$ cat src/rtl/fpcvt_sched.sv
// Round-robin arbiter in front of one shared, multi-cycle 12-bit two's-complement
// to {sign, exp[2:0], frac[3:0]} converter; the result value is frac * 2^exp.
module fpcvt_sched #(
  parameter int N_REQ = 4,
  parameter int ID_W  = 2
) (
  input  logic                clk,
  input  logic                rst_n,
  input  logic [N_REQ-1:0]    req_valid,
  output logic [N_REQ-1:0]    req_ready,
  input  logic [12*N_REQ-1:0] req_data,
  output logic                out_valid,
  input  logic                out_ready,
  output logic [ID_W-1:0]     out_id,
  output logic                out_sign,
  output logic [2:0]          out_exp,
  output logic [3:0]          out_frac,
  output logic                busy
);

  typedef enum logic [2:0] {
    IDLE  = 3'd0,
    LOAD  = 3'd1,
    NORM  = 3'd2,
    ROUND = 3'd3,
    RESP  = 3'd4
  } state_t;

  state_t          state_q, state_d;
  logic [ID_W-1:0] rr_ptr_q, rr_ptr_d;
  logic [ID_W-1:0] id_q, id_d;
  logic [11:0]     data_q, data_d;
  logic            sign_q, sign_d;
  logic [10:0]     m_q, m_d;
  logic [2:0]      e_q, e_d;
  logic            out_valid_q, out_valid_d;
  logic [ID_W-1:0] out_id_q, out_id_d;
  logic            out_sign_q, out_sign_d;
  logic [2:0]      out_exp_q, out_exp_d;
  logic [3:0]      out_frac_q, out_frac_d;
  logic            busy_q, busy_d;

  logic            gnt_found_s;
  logic [ID_W-1:0] gnt_idx_s;
  logic [11:0]     gnt_data_s;
  logic [10:0]     mag_s;
  logic [4:0]      f_s;
  logic [3:0]      e4_s;

  // Round-robin search; k runs downward so the nearest requester above rr_ptr wins.
  always_comb begin
    logic hit_s;
    hit_s       = 1'b0;
    gnt_found_s = 1'b0;
    gnt_idx_s   = '0;
    for (int k = N_REQ; k >= 1; k--) begin
      for (int i = 0; i < N_REQ; i++) begin
        hit_s       = req_valid[i] && (i == ((int'(rr_ptr_q) + k) % N_REQ));
        gnt_found_s = gnt_found_s | hit_s;
        gnt_idx_s   = hit_s ? ID_W'(i) : gnt_idx_s;
      end
    end
  end

  // Accept strobe and sample mux for the granted requester.
  always_comb begin
    logic sel_s;
    sel_s      = 1'b0;
    gnt_data_s = 12'd0;
    req_ready  = '0;
    for (int i = 0; i < N_REQ; i++) begin
      sel_s        = (gnt_idx_s == ID_W'(i));
      gnt_data_s   = sel_s ? req_data[12*i +: 12] : gnt_data_s;
      req_ready[i] = sel_s && gnt_found_s && rst_n && (state_q == IDLE);
    end
  end

  // Sequencer next-state and datapath.
  always_comb begin
    state_d     = state_q;
    rr_ptr_d    = rr_ptr_q;
    id_d        = id_q;
    data_d      = data_q;
    sign_d      = sign_q;
    m_d         = m_q;
    e_d         = e_q;
    out_valid_d = out_valid_q;
    out_id_d    = out_id_q;
    out_sign_d  = out_sign_q;
    out_exp_d   = out_exp_q;
    out_frac_d  = out_frac_q;
    mag_s       = 11'd0;
    f_s         = 5'd0;
    e4_s        = 4'd0;
    case (state_q)
      IDLE: begin
        if (gnt_found_s) begin
          state_d  = LOAD;
          id_d     = gnt_idx_s;
          data_d   = gnt_data_s;
          rr_ptr_d = gnt_idx_s;
        end else begin
          state_d = IDLE;
        end
      end
      LOAD: begin
        sign_d = data_q[11];
        // -2048 has no positive 12-bit twin; clamp its magnitude to 2047.
        if (!data_q[11]) begin
          mag_s = data_q[10:0];
        end else if (data_q[10:0] == 11'd0) begin
          mag_s = 11'h7FF;
        end else begin
          mag_s = ~data_q[10:0] + 11'd1;
        end
        m_d     = mag_s;
        e_d     = 3'd7;
        state_d = NORM;
      end
      NORM: begin
        if ((e_q == 3'd0) || m_q[10]) begin
          state_d = ROUND;
        end else begin
          m_d = {m_q[9:0], 1'b0};
          e_d = e_q - 3'd1;
        end
      end
      ROUND: begin
        f_s  = {1'b0, m_q[10:7]} + {4'd0, m_q[6]};
        e4_s = {1'b0, e_q};
        e4_s = f_s[4] ? (e4_s + 4'd1) : e4_s;
        f_s  = f_s[4] ? 5'd8 : f_s;
        f_s  = e4_s[3] ? 5'd15 : f_s;
        e4_s = e4_s[3] ? 4'd7 : e4_s;
        out_sign_d  = sign_q;
        out_exp_d   = e4_s[2:0];
        out_frac_d  = f_s[3:0];
        out_id_d    = id_q;
        out_valid_d = 1'b1;
        state_d     = RESP;
      end
      RESP: begin
        if (out_ready) begin
          out_valid_d = 1'b0;
          state_d     = IDLE;
        end else begin
          state_d = RESP;
        end
      end
      default: begin
        state_d     = IDLE;
        out_valid_d = 1'b0;
      end
    endcase
    busy_d = (state_d != IDLE);
  end

  // State and output registers with synchronous active-low reset.
  always_ff @(posedge clk) begin
    if (!rst_n) begin
      state_q     <= IDLE;
      rr_ptr_q    <= ID_W'(N_REQ - 1);
      id_q        <= '0;
      data_q      <= 12'd0;
      sign_q      <= 1'b0;
      m_q         <= 11'd0;
      e_q         <= 3'd0;
      out_valid_q <= 1'b0;
      out_id_q    <= '0;
      out_sign_q  <= 1'b0;
      out_exp_q   <= 3'd0;
      out_frac_q  <= 4'd0;
      busy_q      <= 1'b0;
    end else begin
      state_q     <= state_d;
      rr_ptr_q    <= rr_ptr_d;
      id_q        <= id_d;
      data_q      <= data_d;
      sign_q      <= sign_d;
      m_q         <= m_d;
      e_q         <= e_d;
      out_valid_q <= out_valid_d;
      out_id_q    <= out_id_d;
      out_sign_q  <= out_sign_d;
      out_exp_q   <= out_exp_d;
      out_frac_q  <= out_frac_d;
      busy_q      <= busy_d;
    end
  end

  assign out_valid = out_valid_q;
  assign out_id    = out_id_q;
  assign out_sign  = out_sign_q;
  assign out_exp   = out_exp_q;
  assign out_frac  = out_frac_q;
  assign busy      = busy_q;

endmodule

$ cat config.mk
export PLATFORM = sky130hd
export DESIGN_NAME = fpcvt_sched
export DESIGN_NICKNAME = d
export VERILOG_FILES = /design/src/rtl/fpcvt_sched.sv
export SDC_FILE = /design/constraint.sdc
export NUM_CORES = 1
export LEC_CHECK = 0
export ABC_AREA = 0
export CAP_MARGIN = 20
export CORE_ASPECT_RATIO = 1.25
export CORE_MARGIN = 1
export CORE_UTILIZATION = 30
export CTS_CLUSTER_DIAMETER = 40
export DETAILED_ROUTE_END_ITERATION = 6
export GPL_TIMING_DRIVEN = 0
export PLACE_DENSITY = 0.53
export SLEW_MARGIN = 20
export SYNTH_ARGS = -nofsm -noshare
export SYNTH_HDL_FRONTEND = slang
export SYNTH_SLANG_ARGS = --single-unit
$ cat constraint.sdc
create_clock -name clk -period 5.6 [get_ports clk]
set_input_delay 0.56 -clock clk [delete_from_list [all_inputs] [get_ports clk]]
set_output_delay 0.56 -clock clk [all_outputs]
set_load 0.02 [all_outputs]
## Word level (Yosys, flattened, before mapping)

Cells that the tools add are included.

- Add/sub/neg operators: 8
- Multipliers: 0
- Div/mod/pow operators: 0
- Magnitude comparators: 0
- Equality and inequality tests: 21
- Shift operators: 0
- Multiplexer cells: 35
- Bitwise logic cells: 21
- Reductions and logical operators: 47

Operators with widths:

| kind | count |
|---|---|
| $logic_not A32 Y1 | 4 |
| $mux W12 | 4 |
| $mux W11 | 3 |
| $logic_and A1 B1 Y1 | 28 |
| $mux W2 | 14 |
| $eq A3 B3 Y1 const A | 8 |
| $pmux W11 S2 | 1 |
| $or A1 B1 Y1 | 15 |
| $pmux W3 S5 | 1 |
| $eq A2 B3 Y1 const A | 4 |
| $mux W3 | 4 |
| $mux W4 | 3 |
| $add A11 B1 Y11 const B | 1 |
| $logic_not A11 Y1 | 1 |
| $not A11 Y11 | 1 |
| $reduce_or A2 Y1 | 4 |
| $eq A3 B2 Y1 const B | 2 |
| $logic_not A3 Y1 | 2 |
| $pmux W3 S2 | 1 |
| $reduce_and A2 Y1 | 3 |
| $add A4 B1 Y5 | 1 |
| $add A2 B1 Y2 const B | 2 |
| $add A2 B2 Y2 const B | 2 |
| $add A3 B1 Y4 const B | 1 |
| 15 further kinds | 22 |

- Register bits after elaboration: 46
- Latch bits: 0
- Bits in writable memories: 0
- Bits in read-only memories: 0
- Input port bits: 55
- Output and inout bits: 16
- Logic and storage cells: 145
- Memories: 0

## Longest topological paths before layout

- Depth after elaboration: 25
- Depth in mapped cells: 8
- Gate-level depth less buffers: 8

## Worst setup path after synthesis

No wires, ideal clock.

- Path kind: input to output
- Start: input port req_valid[0]
- End: output port req_ready[2]
- Arrival: 1761 ps
- Data required time: 5040 ps
- Slack: 3279 ps
- Cell stages on the path: 7
- Buffers on the path: 2
- Cells stage by stage: o21ai_0 o21ai_0 a211oi_1 buf_4 buf_4 inv_1 nor2_1

- Longest elaborated chain between the ends: 19

RTL lines:

| what | RTL line | RTL |
|---|---|---|
| from (decl) | 9 | `input logic [N_REQ-1:0] req_valid,` |
| $logic_and A1 B1 Y1 | 58 | `hit_s = req_valid[i] && (i == ((int'(rr_ptr_q) + k) % N_REQ));` |
| $or A1 B1 Y1 (15 in series) | 59 | `gnt_found_s = gnt_found_s \| hit_s;` |
| $logic_and A1 B1 Y1 * (3 in series) | 74 | `req_ready[i] = sel_s && gnt_found_s && rst_n && (state_q == IDLE);` |
| to (decl) | 10 | `output logic [N_REQ-1:0] req_ready,` |

Mark *: on every way between the ends. The rest lies on a longest branch, timed or not.

## Final worst setup path

- Start: input port req_valid[1]
- End: output port req_ready[1]

- Longest elaborated chain between the ends: 20

RTL lines:

| what | RTL line | RTL |
|---|---|---|
| $logic_and A1 B1 Y1 | 58 |  |
| $mux W1 | 60 | `gnt_idx_s = hit_s ? ID_W'(i) : gnt_idx_s;` |
| $mux W2 (14 in series) | 60 |  |
| $eq A2 B1 Y1 | 72 | `sel_s = (gnt_idx_s == ID_W'(i));` |
| $logic_and A1 B1 Y1 * (3 in series) | 74 |  |

Marks and branches as above.

==> impl_metrics.prom <==
# TYPE chip_impl_metric gauge
chip_impl_info{name="synth_top_cells_by_area",value="sky130_fd_sc_hd__dfxtp_1 (35%), sky130_fd_sc_hd__mux2i_1 (10%), sky130_fd_sc_hd__a21oi_1 (5.2%)"} 1
chip_impl_metric{name="routed_via_density",unit=""} 5.19
chip_impl_info{name="grt_setup_unrepaired",value="false"} 1
chip_impl_metric{name="clkTransAtPathRegs",unit="ns"} 0.09
chip_impl_metric{name="power.switching_fraction",unit=""} 0.365
chip_impl_metric{name="postSynthCellCount",unit=""} 305
chip_impl_metric{name="finish.utilization",unit=""} 0.426
chip_impl_metric{name="io-pin-count",unit=""} 71
chip_impl_metric{name="synth.ff_latch_count",unit=""} 46
chip_impl_info{name="ys.flop_type",value="sky130_fd_sc_hd__dfxtp_1"} 1
chip_impl_metric{name="cp_data_arrival_time",unit="ns"} 3.18
chip_impl_metric{name="drv_slew",unit=""} 0
chip_impl_metric{name="layout-drive-gt1-share",unit=""} 0.0888
chip_impl_metric{name="worst_ep_required_time",unit="ns"} 5.04
chip_impl_metric{name="clock_path_buffers",unit=""} 2
chip_impl_info{name="timing_worst_setup_path_type",value="in -> out"} 1
chip_impl_metric{name="grt_pass1_vias",unit=""} 2448
chip_impl_metric{name="clock_share_of_power",unit=""} 0.222
chip_impl_metric{name="cts_inserted_buffers",unit=""} 5
chip_impl_metric{name="report.final.setup_viol",unit=""} 0
chip_impl_metric{name="first_pass_grt_wire_length",unit="mm"} 11.7
chip_impl_metric{name="ctsHoldBuffers",unit=""} 0
chip_impl_metric{name="die_area",unit="um^2"} 9080
chip_impl_metric{name="p_comb_frac",unit=""} 0.395
chip_impl_metric{name="routed_wl",unit="mm"} 6.78
chip_impl_metric{name="dr.first_iter.drc_count",unit=""} 73
chip_impl_metric{name="post_synth_instance_area",unit="um^2"} 2610
chip_impl_metric{name="cts.repair_timing.setup_buffer_count",unit=""} 0
chip_impl_metric{name="wl_per_cell",unit="um"} 14.1
chip_impl_metric{name="grt_usage",unit=""} 0.162
chip_impl_metric{name="dpl-instance-area",unit="um^2"} 3430
chip_impl_metric{name="totalPowerFinal",unit="mW"} 1.15
chip_impl_metric{name="ant_nets",unit=""} 0
chip_impl_metric{name="drt_drc_violations_left",unit=""} 0
chip_impl_info{name="yosys.area.top_type",value="sky130_fd_sc_hd__dfxtp_1"} 1
chip_impl_metric{name="syn-num-nets",unit=""} 366
chip_impl_metric{name="final.setup.tns",unit="ns"} 0
chip_impl_metric{name="initial_utilization",unit=""} 0.313
chip_impl_metric{name="seq_power_share",unit=""} 0.383
chip_impl_metric{name="timing.max_cap.violations",unit=""} 0
chip_impl_metric{name="antenna_cells",unit=""} 0
chip_impl_metric{name="final_net_count",unit=""} 443
chip_impl_metric{name="tightestPinTransition",unit="ns"} 1.07
chip_impl_metric{name="synth-seq-area-share",unit=""} 0.353
chip_impl_info{name="synth_commonest_cells",value="sky130_fd_sc_hd__dfxtp_1 (46), sky130_fd_sc_hd__a21oi_1 (27), sky130_fd_sc_hd__mux2i_1 (27), sky130_fd_sc_hd__nand2_1 (27), sky130_fd_sc_hd__o21ai_0 (22)"} 1
chip_impl_metric{name="skew",unit="ns"} 0.0133
chip_impl_metric{name="internal_power",unit="uW"} 729
chip_impl_metric{name="dieHeight",unit="um"} 106
chip_impl_metric{name="drt_first_pass_iters",unit=""} 4
chip_impl_metric{name="timing.final.crit_share",unit=""} 0.667
chip_impl_metric{name="area_growth",unit="%"} 35.9
chip_impl_metric{name="synthArstFlopShare",unit=""} 0
chip_impl_metric{name="grt-ovfl-total",unit=""} 0
chip_impl_info{name="clock_tree.root_cell",value="sky130_fd_sc_hd__clkbuf_8"} 1
chip_impl_info{name="status",value="finished clean"} 1
chip_impl_metric{name="clock_insertion_delay_worst_skew",unit="ns"} 0.31
chip_impl_metric{name="final-instance-count-excl-fill",unit=""} 480
chip_impl_metric{name="final-hold-violation-count",unit=""} 0
chip_impl_metric{name="detailroute.via_count",unit=""} 2493
chip_impl_metric{name="power_density",unit="nW/um^2"} 324
chip_impl_metric{name="htreeDepth",unit=""} 2
chip_impl_metric{name="synth_top_area_frac",unit=""} 0.353
chip_impl_metric{name="placed_cells",unit=""} 472
chip_impl_metric{name="rows",unit=""} 37
chip_impl_metric{name="coreArea",unit="um^2"} 8330
chip_impl_metric{name="max_clock_freq",unit="GHz"} 0.268
chip_impl_metric{name="leakage",unit="nW"} 1.29
chip_impl_metric{name="worstPathMaxFanout",unit=""} 10
chip_impl_metric{name="portBuffers",unit=""} 70
chip_impl_metric{name="place.gp.congestion",unit=""} 0.918
chip_impl_metric{name="antenna_violations_before_repair",unit=""} 0
chip_impl_info{name="cts_tree",value="built"} 1
chip_impl_metric{name="die_w",unit="um"} 85.4
chip_impl_metric{name="switchingPower",unit="uW"} 420
chip_impl_metric{name="postSynthAreaPerCell",unit="um^2"} 8.56
chip_impl_metric{name="synth.distinct_cells",unit=""} 53
chip_impl_info{name="worst_setup_sp_type",value="input pin"} 1
chip_impl_info{name="most_common_cell_in_the_netlist",value="sky130_fd_sc_hd__dfxtp_1"} 1
chip_impl_metric{name="max_slew_margin",unit=""} 0.281
chip_impl_metric{name="cts_sinks",unit=""} 46
chip_impl_metric{name="synth_enable_flop_cells",unit=""} 0
chip_impl_metric{name="ys_warn_count",unit=""} 0
chip_impl_metric{name="vdd_ir_max",unit="mV"} 0.117
chip_impl_info{name="min_path_type",value="reg -> reg"} 1
chip_impl_metric{name="final_area",unit="um^2"} 3550
chip_impl_metric{name="grt_max_degree",unit=""} 16
chip_impl_info{name="crit_path_end_kind",value="output pin"} 1
chip_impl_metric{name="ctsResizeCount",unit=""} 0
chip_impl_metric{name="hpwlAfterDp",unit="mm"} 5.31
chip_impl_metric{name="period_needed",unit="ns"} 3.74
power groups by stage:
stage	registers [mW]	clock network [mW]	logic (mW)
finish	0.440	0.255	0.454
global route	0.450	0.278	0.502
CTS	0.439	0.262	0.458
detailed placement	0.447	0	0.455
global placement	0.444	0	0.454
floorplan	0.436	0	0.318
cell usage in the layout (no fill, tap or decap), types with 4 or more instances in the layout:
cell	n
sky130_fd_sc_hd__buf_2	6
sky130_fd_sc_hd__nor2_1	18
sky130_fd_sc_hd__o211ai_1	4
sky130_fd_sc_hd__clkbuf_8	5
sky130_fd_sc_hd__a21oi_1	27
sky130_fd_sc_hd__and3_1	5
sky130_fd_sc_hd__a211oi_1	6
sky130_fd_sc_hd__mux2i_1	27
sky130_fd_sc_hd__nand2_1	27
sky130_fd_sc_hd__inv_1	10
sky130_fd_sc_hd__clkdlybuf4s50_1	70
sky130_fd_sc_hd__dfxtp_1	46
sky130_fd_sc_hd__nand3_1	8
sky130_fd_sc_hd__nor3_1	7
sky130_fd_sc_hd__nand2b_1	7
sky130_fd_sc_hd__ha_1	6
sky130_fd_sc_hd__buf_4	4
sky130_fd_sc_hd__o221ai_1	12
sky130_fd_sc_hd__o21ai_0	22
sky130_fd_sc_hd__clkbuf_1	8
cell families (layout without fill, tap and decap cells):
group / Yosys count / after routing / synth area share
AND/OR/NAND/NOR: 94 / 94 / 0.196
flip-flops: 46 / 46 / 0.353
multiplexers: 27 / 27 / 0.104
AO/OA/AOI/OAI: 98 / 98 / 0.252
XOR/XNOR: 5 / 5 / 0.0168
adder cells (fa/ha/maj): 6 / 6 / 0.0288
buffers and inverters: 29 / 107 / 0.0503
per-layer routing:
metal,vias up,share of wire,GRT usage
li1,1286,-,-
met1,1122,0.43,0.189
met2,76,0.50,0.291
met3,9,0.047,0.0357
met4,0,0.015,0.0476
met5,-,0,0
critical path: stages:
cell and delay, ns:
sky130_fd_sc_hd__clkdlybuf4s50_1 0.45, sky130_fd_sc_hd__nor4_1 0.92, sky130_fd_sc_hd__nor4_4 0.14, sky130_fd_sc_hd__nand3b_1 0.25
sky130_fd_sc_hd__buf_2 0.25, sky130_fd_sc_hd__nor2_1 0.06, sky130_fd_sc_hd__clkdlybuf4s50_1 0.54
layout make-up:
cell class	count	area, um^2
repair buffers	70	701
fillers	867	4790
inverters	10	37.5
well taps	97	121
plain buffers	19	93.8
clock buffers	5	68.8
multi-input cells	230	1560
clock inverters	3	45.0
flip-flops and latches	46	921
path summary, 6_finish.rpt:
kind / start / to / slack, ns / depth (start not counted)
setup / recovery: req_valid[1] / req_ready[1] / 1.86 / 7
hold / removal: out_exp[0] / out_exp[0] / 0.45 / 2
setup reg to reg: e_q[0] / m_q[7] / 3.35 / 8
hold reg to reg: out_exp[0] / out_exp[0] / 0.45 / 2
state kept, by name (all words and copies together), names as in the netlist, 2 cells and up:
| name | flops |
|---|---|
| data_q | 12 |
| e_q | 3 |
| id_q | 2 |
| m_q | 11 |
| out_exp | 3 |
| out_frac | 4 |
| out_id | 2 |
| rr_ptr_q | 2 |
| state_q | 3 |
through the flow:
step | setup slack [ns] | hold slack (ns)
global route | 1.65 | 0.482
floorplan | 3.28 | 0.429
finish | 1.86 | 0.452
detailed placement | 1.78 | 0.443
global placement | 1.78 | 0.440
CTS | 1.78 | 0.456
Power figures use the tool's default switching activity.
